$ cat config.mk
export PLATFORM = sky130hd
export DESIGN_NAME = matrix_strip_serializer_flat
export DESIGN_NICKNAME = d
export VERILOG_FILES = /design/src/rtl/matrix_strip_serializer_if.sv /design/src/rtl/matrix_strip_serializer.sv /design/src/flat_wrapper.sv
export SDC_FILE = /design/constraint.sdc
export NUM_CORES = 1
export LEC_CHECK = 0
export BUFFER_PORTS_ARGS = -buffer_cell sky130_fd_sc_hd__buf_2
export CORE_MARGIN = 5
export CORE_UTILIZATION = 60
export CTS_CLUSTER_DIAMETER = 50
export DETAILED_ROUTE_END_ITERATION = 12
export PLACE_DENSITY = 0.8
export SYNTH_ARGS = -nofsm -noshare
export SYNTH_HDL_FRONTEND = slang
export SYNTH_SLANG_ARGS = --single-unit
$ cat constraint.sdc
create_clock -name clk -period 3.3 [get_ports clk]
set_input_delay 0.33 -clock clk [delete_from_list [all_inputs] [get_ports clk]]
set_output_delay 0.33 -clock clk [all_outputs]
set_load 0.01 [all_outputs]
$ cat src/rtl/matrix_strip_serializer_if.sv
// rtl/matrix_strip_serializer_if.sv - pixel valid/ready stream into the strip serializer
interface matrix_strip_serializer_if;
  logic        pix_valid;
  logic [23:0] pix_data;
  logic        pix_ready;

  modport master (output pix_valid, output pix_data, input pix_ready);
  modport slave  (input pix_valid, input pix_data, output pix_ready);
endinterface

$ cat src/rtl/matrix_strip_serializer.sv
// rtl/matrix_strip_serializer.sv - APA102-style strip serializer; MATRIX_BRIGHTNESS_PORT_EN adds a brightness port
module matrix_strip_serializer #(
  parameter int NUM_LEDS   = 64,
  parameter int CLK_DIV    = 4,
  parameter int BRIGHTNESS = 8
) (
  input  logic       clk,
  input  logic       rst,
  input  logic       frame_start,
`ifdef MATRIX_BRIGHTNESS_PORT_EN
  input  logic [4:0] brightness,
`endif
  matrix_strip_serializer_if.slave pix,
  output logic       busy,
  output logic       frame_done,
  output logic       clock_1,
  output logic       strip_1
);

  localparam int              DIV_W    = (CLK_DIV > 1) ? $clog2(CLK_DIV) : 1;
  localparam logic [DIV_W-1:0] DIV_MAX = DIV_W'(CLK_DIV - 1);
  localparam int              END_RAW  = 8 * ((NUM_LEDS + 15) / 16);
  localparam int              END_BITS = (END_RAW > 32) ? END_RAW : 32;
  localparam logic [9:0]      LAST_END = 10'(END_BITS - 1);
  localparam logic [9:0]      NUM_PIX  = 10'(NUM_LEDS);

  typedef enum logic [1:0] {S_IDLE, S_START, S_PIXEL, S_END} state_t;

  state_t           state;
  logic [DIV_W-1:0] div;
  logic             half;      // 0 = low phase of the strip clock, 1 = high phase
  logic [5:0]       bit_cnt;
  logic [9:0]       pix_cnt;
  logic [9:0]       end_cnt;
  logic [31:0]      shreg;
  logic             ready_r;
  logic             stall;

  logic             bit_end;
  logic             nx_half;
  logic             nx_last;
  logic [DIV_W-1:0] nx_div;
  logic             xfer;
  logic             more_pix;
  logic [4:0]       bright;
  logic [31:0]      word;

`ifdef MATRIX_BRIGHTNESS_PORT_EN
  logic [4:0] bright_r;
  assign bright = bright_r;
`else
  assign bright = 5'(BRIGHTNESS);
`endif

  assign xfer          = pix.pix_valid && ready_r;
  assign more_pix      = (pix_cnt < NUM_PIX);
  assign word          = {3'b111, bright, pix.pix_data[7:0], pix.pix_data[15:8], pix.pix_data[23:16]};
  assign pix.pix_ready = ready_r;

  // Next divider position; nx_last flags that the coming cycle closes the current bit.
  always_comb begin
    bit_end = half && (div == DIV_MAX);
    nx_div  = '0;
    nx_half = 1'b0;
    if (!bit_end) begin
      if (div == DIV_MAX) begin
        nx_div  = '0;
        nx_half = 1'b1;
      end else begin
        nx_div  = div + 1'b1;
        nx_half = half;
      end
    end
    nx_last = nx_half && (nx_div == DIV_MAX);
  end

  // Frame sequencer: the word boundary is the last high cycle of the previous bit, so a
  // transfer there costs no extra cycle; START hands over to PIXEL as that cycle begins.
  always_ff @(posedge clk or negedge rst) begin
    if (!rst) begin
      state      <= S_IDLE;
      div        <= '0;
      half       <= 1'b0;
      bit_cnt    <= '0;
      pix_cnt    <= '0;
      end_cnt    <= '0;
      shreg      <= '0;
      ready_r    <= 1'b0;
      stall      <= 1'b0;
      busy       <= 1'b0;
      frame_done <= 1'b0;
      clock_1    <= 1'b0;
      strip_1    <= 1'b0;
`ifdef MATRIX_BRIGHTNESS_PORT_EN
      bright_r   <= '0;
`endif
    end else begin
      frame_done <= 1'b0;
      case (state)
        S_IDLE: begin
          if (frame_start && !frame_done) begin
            state   <= S_START;
            busy    <= 1'b1;
            clock_1 <= 1'b0;
            strip_1 <= 1'b0;
            div     <= '0;
            half    <= 1'b0;
            bit_cnt <= '0;
            pix_cnt <= '0;
            end_cnt <= '0;
`ifdef MATRIX_BRIGHTNESS_PORT_EN
            bright_r <= brightness;
`endif
          end
        end

        S_START: begin
          div     <= nx_div;
          half    <= nx_half;
          clock_1 <= nx_half;
          if (bit_end) begin
            bit_cnt <= bit_cnt + 6'd1;
            strip_1 <= 1'b0;
          end else if (nx_last && (bit_cnt == 6'd31)) begin
            state   <= S_PIXEL;
            ready_r <= 1'b1;
          end
        end

        S_PIXEL: begin
          if (stall || (bit_end && ready_r)) begin
            // Boundary or stalled: load on transfer, otherwise park with the clock low.
            clock_1 <= 1'b0;
            div     <= '0;
            half    <= 1'b0;
            if (xfer) begin
              shreg   <= word;
              strip_1 <= word[31];
              bit_cnt <= '0;
              pix_cnt <= pix_cnt + 10'd1;
              ready_r <= 1'b0;
              stall   <= 1'b0;
            end else begin
              stall   <= 1'b1;
            end
          end else if (bit_end) begin
            clock_1 <= 1'b0;
            div     <= '0;
            half    <= 1'b0;
            if (bit_cnt == 6'd31) begin
              state   <= S_END;
              strip_1 <= 1'b1;
              end_cnt <= '0;
            end else begin
              bit_cnt <= bit_cnt + 6'd1;
              strip_1 <= shreg[30];
              shreg   <= {shreg[30:0], 1'b0};
            end
          end else begin
            div     <= nx_div;
            half    <= nx_half;
            clock_1 <= nx_half;
            if (nx_last && (bit_cnt == 6'd31) && more_pix) begin
              ready_r <= 1'b1;
            end
          end
        end

        S_END: begin
          div     <= nx_div;
          half    <= nx_half;
          clock_1 <= nx_half;
          if (bit_end) begin
            if (end_cnt == LAST_END) begin
              state      <= S_IDLE;
              busy       <= 1'b0;
              frame_done <= 1'b1;
              strip_1    <= 1'b0;
              end_cnt    <= '0;
            end else begin
              end_cnt <= end_cnt + 10'd1;
              strip_1 <= 1'b1;
            end
          end
        end

        default: state <= S_IDLE;
      endcase
    end
  end

endmodule

$ cat src/flat_wrapper.sv
// flat-port wrapper written by rule: the top's interface ports become plain ports
module matrix_strip_serializer_flat 
#(
  parameter int NUM_LEDS   = 64,
  parameter int CLK_DIV    = 4,
  parameter int BRIGHTNESS = 8
)
  (clk, rst, frame_start, busy, frame_done, clock_1, strip_1, pix_pix_valid, pix_pix_data, pix_pix_ready);
  matrix_strip_serializer_if pix_i ();
  input  logic clk;
  input  logic rst;
  input  logic frame_start;
  output logic busy;
  output logic frame_done;
  output logic clock_1;
  output logic strip_1;
  input wire logic [$bits(pix_i.pix_valid)-1:0] pix_pix_valid;
  input wire logic [$bits(pix_i.pix_data)-1:0] pix_pix_data;
  output wire logic [$bits(pix_i.pix_ready)-1:0] pix_pix_ready;
  assign pix_i.pix_valid = pix_pix_valid;
  assign pix_i.pix_data = pix_pix_data;
  assign pix_pix_ready = pix_i.pix_ready;
  matrix_strip_serializer #(.NUM_LEDS(NUM_LEDS), .CLK_DIV(CLK_DIV), .BRIGHTNESS(BRIGHTNESS)) u_core (.clk(clk), .rst(rst), .frame_start(frame_start), .pix(pix_i), .busy(busy), .frame_done(frame_done), .clock_1(clock_1), .strip_1(strip_1));
endmodule
* Word level (Yosys, flattened, before mapping)
Index checks and enable logic that the tools add are counted.
** Storage, ports and cells
- Word-level logic and storage cells :: 133
- Flip-flop bits (word level) :: 67
- Output and inout bits :: 5
- Input port bits :: 28
** Cells by class
- Equality and inequality tests :: 25
- Reduce and logical (&&, ||, !) cells :: 26
- Multiplexer cells :: 65
- Order comparisons :: 1
- $add $sub $neg :: 4
** Operator list (number)
- 2-to-1 mux 31 bit :: 4
- 2-to-1 mux 10 bit :: 8
- 2-to-1 mux 6 bit :: 6
- case mux 10 bit (3 select lines) :: 1
- 2-to-1 mux 2 bit :: 13
- 2-to-1 mux 1 bit :: 25
- adder 10 x 1 -> 10 bit, second input constant :: 2
- != test 2 x 1 -> 1 bit, second input constant :: 10
- case mux 10 bit (2 select lines) :: 1
- case mux 6 bit (3 select lines) :: 1
- AND reduction 6 bit :: 3
- AND reduction 4 bit :: 3
- equality test 10 x 5 -> 1 bit, second input constant :: 1
- less-than comparator 10 x 7 -> 1 bit, second input constant :: 1
- equality test 2 bit, second input constant :: 4
- case mux 2 bit (4 select lines) :: 1
- AND reduction 8 bit :: 1
- nonzero test 2 bit :: 4
- logical AND 1 bit :: 7
- adder 6 x 1 -> 6 bit, second input constant :: 1
- equality test 6 x 5 -> 1 bit, second input constant :: 1
- != test 2 bit, second input constant :: 3
- != test 3 x 1 -> 1 bit, second input constant :: 2
- != test 3 bit, second input constant :: 2
- 14 further kinds :: 16

* Longest topological paths before layout
- Depth in word-level cells :: 11
- Mapped depth :: 9

* Worst setup path after synthesis
OpenSTA, ideal clock, no wires.
- Path type :: flip-flop to flip-flop
- Start point :: register u_core.div[0]
- End point :: register u_core.end_cnt[6]
- Data arrival time :: 2.141 ns
- Library setup time :: 0.092 ns
- Path buffers :: 2
- Data required time :: 3.208 ns
- Path slack :: 1.067 ns
- Period minus slack after synthesis :: 2.233 ns
- Stages on the path, launching flop included :: 10
- Path through :: dfrtp_1 > ha_1 > ha_1 > buf_6 > a21o_4 > o31ai_4 > o2111ai_2 > or2_1 > buf_6 > o31ai_2
** Between the ends
- Cells in the longest elaborated chain, start to end :: 6
- Elaborated cells between the ends (all ways) :: 8
- Those cells by class :: 4 x eq/ne; 4 x reduce/logical
** RTL lines
- from (decl) :: RTL line matrix_strip_serializer.sv:30 : logic [DIV_W-1:0] div;
- from (signal assigned) :: RTL line matrix_strip_serializer.sv:118 : div <= nx_div;
- from (signal assigned) :: RTL line matrix_strip_serializer.sv:160 : div <= nx_div;
- from (signal assigned) :: RTL line matrix_strip_serializer.sv:170 : div <= nx_div;
- equality test 2 bit * :: RTL line matrix_strip_serializer.sv:62 : bit_end = half && (div == DIV_MAX);
- logical AND 1 bit * :: RTL line matrix_strip_serializer.sv:62
- logical AND 1 bit :: RTL line matrix_strip_serializer.sv:131 : if (stall || (bit_end && ready_r)) begin
- logical OR 1 bit :: RTL line matrix_strip_serializer.sv:131
- != test 2 bit (no line)
- AND reduction 6 bit (no line) *
- to (signal assigned) :: RTL line matrix_strip_serializer.sv:181 : end_cnt <= end_cnt + 10'd1;
- to (decl) :: RTL line matrix_strip_serializer.sv:34 : logic [9:0] end_cnt;
Every way passes the cells marked *; elsewhere a longest branch is shown, timed or not.
A chain may end at the register's enable or synchronous reset.

* Worst setup path in the final report
- Start point :: register u_core.div[0]
- End point :: register u_core.end_cnt[3]
Same word-level chain as after synthesis.

==> metrics.txt <==
# TYPE chip_impl_metric gauge
chip_impl_info{name="run_status",value="finished clean"} 1
chip_impl_metric{name="fin_crit",unit="ps"} 2543
chip_impl_metric{name="power.density_cell_area",unit="nW/µm²"} 369.2
chip_impl_metric{name="insertion_delay_of_the_later_clocked_pin_in_the_worst_skew_pair",unit="ps"} 340
chip_impl_info{name="ys_dominant_reg_cell",value="dfrtp_1"} 1
chip_impl_info{name="synth_area_leaders",value="dfrtp_1 46%, mux2i_1 7.8%, o21ai_0 6.9%"} 1
chip_impl_metric{name="synth_sequential_area_ratio",unit="%"} 46.40
chip_impl_metric{name="first_pass_grt_wire_length",unit="mm"} 12.62
chip_impl_metric{name="first_global_vias",unit=""} 2788
chip_impl_metric{name="finish.cell_count_without_fillers",unit=""} 489
chip_impl_metric{name="syn-cell-area",unit="µm²"} 3613
chip_impl_metric{name="timing.critical_path.required",unit="ps"} 3540
chip_impl_metric{name="route.detailed.drc",unit=""} 0
chip_impl_metric{name="layout.nets",unit=""} 448
chip_impl_info{name="cp-startpoint",value="u_core.div[0]"} 1
chip_impl_info{name="clockRootBuffer",value="clkbuf_8"} 1
chip_impl_metric{name="cts_resized",unit=""} 0
chip_impl_info{name="netlist_top_cells_count",value="67 x dfrtp_1, 64 x nand2_1, 50 x o21ai_0, 28 x mux2i_1, 18 x nor2_1"} 1
chip_impl_info{name="worst_setup_path_start_kind",value="flop"} 1
chip_impl_info{name="rsz_0062_raised_after_global_routing",value="false"} 1
chip_impl_metric{name="avgRoutedWirePerCell",unit="µm"} 14.77
chip_impl_metric{name="grt_antenna_before_repair",unit=""} 0
chip_impl_metric{name="ctsHtreeMaxLevel",unit=""} 3
chip_impl_metric{name="grt_max_degree",unit=""} 63
chip_impl_metric{name="min_period_over_period",unit="%"} 77.06
chip_impl_metric{name="drt_iter0_drc",unit=""} 141
chip_impl_metric{name="synth_seq_cells",unit=""} 67
chip_impl_metric{name="postSynthAreaPerCell",unit="µm²"} 9.484
chip_impl_metric{name="hold_viol",unit=""} 0
chip_impl_metric{name="design.portCount",unit=""} 33
chip_impl_metric{name="place.detailed.instances",unit=""} 473
chip_impl_metric{name="ys_types",unit=""} 48
chip_impl_metric{name="number_of_fill_cells",unit=""} 505
chip_impl_metric{name="design.core.area",unit="µm²"} 5886
chip_impl_metric{name="worst_clock_skew",unit="ps"} 9.189
chip_impl_metric{name="pins_over_their_slew_limit",unit=""} 0
chip_impl_metric{name="final_core_util",unit="%"} 68.24
chip_impl_info{name="holdCritPathClass",value="input pin to asynchronous set/reset pin"} 1
chip_impl_metric{name="tightestPinTransition",unit="ps"} 1032
chip_impl_metric{name="number_of_standard_cell_rows_in_the_floorplan",unit=""} 28
chip_impl_metric{name="grt_overflow_total",unit=""} 0
chip_impl_metric{name="dp_hpwl",unit="mm"} 5.059
chip_impl_metric{name="power_leakage",unit="nW"} 1.789
chip_impl_metric{name="floorplan.die_area",unit="µm²"} 7675
chip_impl_metric{name="finalSetupViolations",unit=""} 0
chip_impl_metric{name="final_layout_size_suffix_gt1_share",unit="%"} 16.67
chip_impl_metric{name="clk_path_buf_depth",unit=""} 2
chip_impl_metric{name="crit_fanout",unit=""} 14
chip_impl_metric{name="ys_async_sr_fraction",unit="%"} 100.0
chip_impl_metric{name="wirelength",unit="mm"} 7.224
chip_impl_metric{name="via_count_normalized_by_instance_count",unit=""} 5.951
chip_impl_metric{name="postSynthNetCount",unit=""} 420
chip_impl_metric{name="r2r_slack",unit="ps"} 760
chip_impl_metric{name="cts.repair_timing.setup_buffer_count",unit=""} 0
chip_impl_metric{name="die_h",unit="µm"} 87.61
chip_impl_metric{name="max_cap_viol_count",unit=""} 0
chip_impl_info{name="cts_tree",value="yes"} 1
chip_impl_metric{name="dp_worst_setup_slack",unit="ps"} 769.8
chip_impl_info{name="crit-reg2reg-capture",value="u_core.end_cnt[3]"} 1
chip_impl_metric{name="route.antenna.remaining_nets",unit=""} 0
chip_impl_metric{name="final.setup.worst_slack",unit="ps"} 757.2
chip_impl_metric{name="setup-tns-final",unit="ps"} 0
chip_impl_metric{name="syn-instance-count",unit=""} 381
chip_impl_metric{name="worstRegToRegCells",unit=""} 7
chip_impl_metric{name="cts_sinks",unit=""} 67
chip_impl_info{name="end_kind",value="flop"} 1
chip_impl_metric{name="die_w",unit="µm"} 87.61
chip_impl_info{name="netlist.top_cell.by_area",value="dfrtp_1"} 1
chip_impl_metric{name="numCtsBuffers",unit=""} 9
chip_impl_metric{name="finalWeightedCongestion",unit=""} 0.8615
chip_impl_metric{name="total_of_hold_buffers_inserted_after_clock_tree_synthesis",unit=""} 0
chip_impl_metric{name="cp_data_arrival_time",unit="ps"} 2780
chip_impl_metric{name="groute.usage.overall",unit="%"} 20.82
chip_impl_metric{name="maximum_frequency_from_static_timing_analysis",unit="MHz"} 393.3
chip_impl_info{name="post-synth-top-count-cell",value="dfrtp_1"} 1
chip_impl_metric{name="port_buffers",unit=""} 32
chip_impl_metric{name="syn_to_final_growth",unit="%"} 11.15
chip_impl_metric{name="detail_route.first_pass.iterations",unit=""} 5
chip_impl_metric{name="clk_transition_reported_paths",unit="ps"} 70
chip_impl_metric{name="antenna-diode-count",unit=""} 0
chip_impl_metric{name="initial_utilization",unit="%"} 61.39
chip_impl_info{name="criticalPathCategory",value="flop to flop"} 1
chip_impl_metric{name="yosysWarningCount",unit=""} 0
chip_impl_metric{name="synth_enable_flop_cells",unit=""} 0
chip_impl_metric{name="synth_top_area_share",unit="%"} 46.40
chip_impl_info{name="reg_to_reg_startpoint",value="u_core.div[0]"} 1
chip_impl_metric{name="route.vias.total",unit=""} 2910
chip_impl_info{name="critical_path.endpoint",value="u_core.end_cnt[3]"} 1
chip_impl_metric{name="worst_slew_margin_rel",unit="%"} 31.18
chip_impl_metric{name="vdd.ir_drop.worst",unit="µV"} 235.4
[placed cells by master, fill, tap and decap left out, drive strengths merged, types with 2 or more instances in the layout]
master   synthesis  routed
a211o            3       3
a21boi           2       2
a21oi            9       9
a22o             3       3
a32oi            2       2
and2             2       2
and3             7       7
buf              8      38
clkbuf          13      11
clkinv           0       4
dfrtp           67      67
ha              11      11
inv             13      13
mux2i           28      28
nand2           64      64
nand2b           6       6
nand3           14      14
nand3b           5       5
nand4            4       4
nor2            18      18
nor2b            3       3
nor3             8       8
nor3b            3       3
o2111ai          2       2
o211ai           2       2
o21ai           50      50
o21bai           2       2
o221ai           4       4
o31ai           11      11
o41ai            3       3
or2              3       3
or4              2       2
[worst min path at each step]
stage	startpoint	to	slack (ps)	depth (start not counted)
5_1_grt	rst	u_core.clock_1	260	1
6_report	rst	u_core.clock_1	170	1
2_1_floorplan	rst	u_core.bit_cnt[0]	30	0
3_3_place_gp	u_core.shreg[8]	u_core.shreg[8]	460	2
4_1_cts	rst	u_core.clock_1	210	1
3_5_place_dp	u_core.shreg[23]	u_core.shreg[23]	470	2
[power breakdown]
part / internal [mW] / switching (mW) / total [mW]
sequential: 0.821 / 0 / 0.821
clock: 0.308 / 0.309 / 0.617
combinational: 0.0184 / 0.0268 / 0.0452
total: 1.15 / 0.335 / 1.48
[sequential cells by signal (all words and copies together), names as in the netlist, 2 cells and up]
| register | count |
|---|---|
| u_core.pix_cnt | 10 |
| u_core.end_cnt | 10 |
| u_core.shreg | 31 |
| u_core.div | 2 |
| u_core.state | 2 |
| u_core.bit_cnt | 6 |
[stage by stage]
step                      area (µm²)  power, mW  hold WS [ps]
final                           4016      1.483         169.1
after floorplan                 3613     0.8465         34.41
after global placement          3837     0.8821         460.9
after CTS                       4016      1.500         206.9
after detailed placement        3837     0.8834         470.6
after global routing            4016      1.542         259.3
[layout make-up]
cell class	count	area, µm²	share of cell area [%]
multi-input cells	280	1813	45.14
well taps	75	93.84	2.336
flip-flops and latches	67	1677	41.74
clock inverters	5	27.53	0.6854
inverters	13	48.80	1.215
clock buffers	11	151.4	3.769
repair buffers	38	205.2	5.109
[per-layer routing]
layer | track usage (%) | vias up | wire length [µm]
met5 | 0 | - | 0
met3 | 3.387 | 17 | 288
met4 | 8.647 | 0 | 140
met1 | 26.97 | 1396 | 3289
met2 | 34.79 | 68 | 3506
li1 | - | 1429 | -
[kinds of logic (layout without fill, tap and decap cells)]
group / Yosys count / after routing / synth area share [%]
AND/OR/NAND/NOR: 140 / 140 / 18.25
AO/OA/AOI/OAI: 100 / 100 / 19.25
multiplexers: 29 / 29 / 8.068
flip-flops: 67 / 67 / 46.40
buffers and inverters: 34 / 67 / 4.224
adder cells (fa/ha/maj): 11 / 11 / 3.809
[worst max-delay path, stage by stage, from the launching register on]
cell,delay [ps]
dfrtp_1,410
ha_1,230
ha_1,220
a21o_4,270
o31ai_4,270
o2111ai_2,340
or2_1,460
o31ai_2,250
Power figures use the tool's default switching activity.
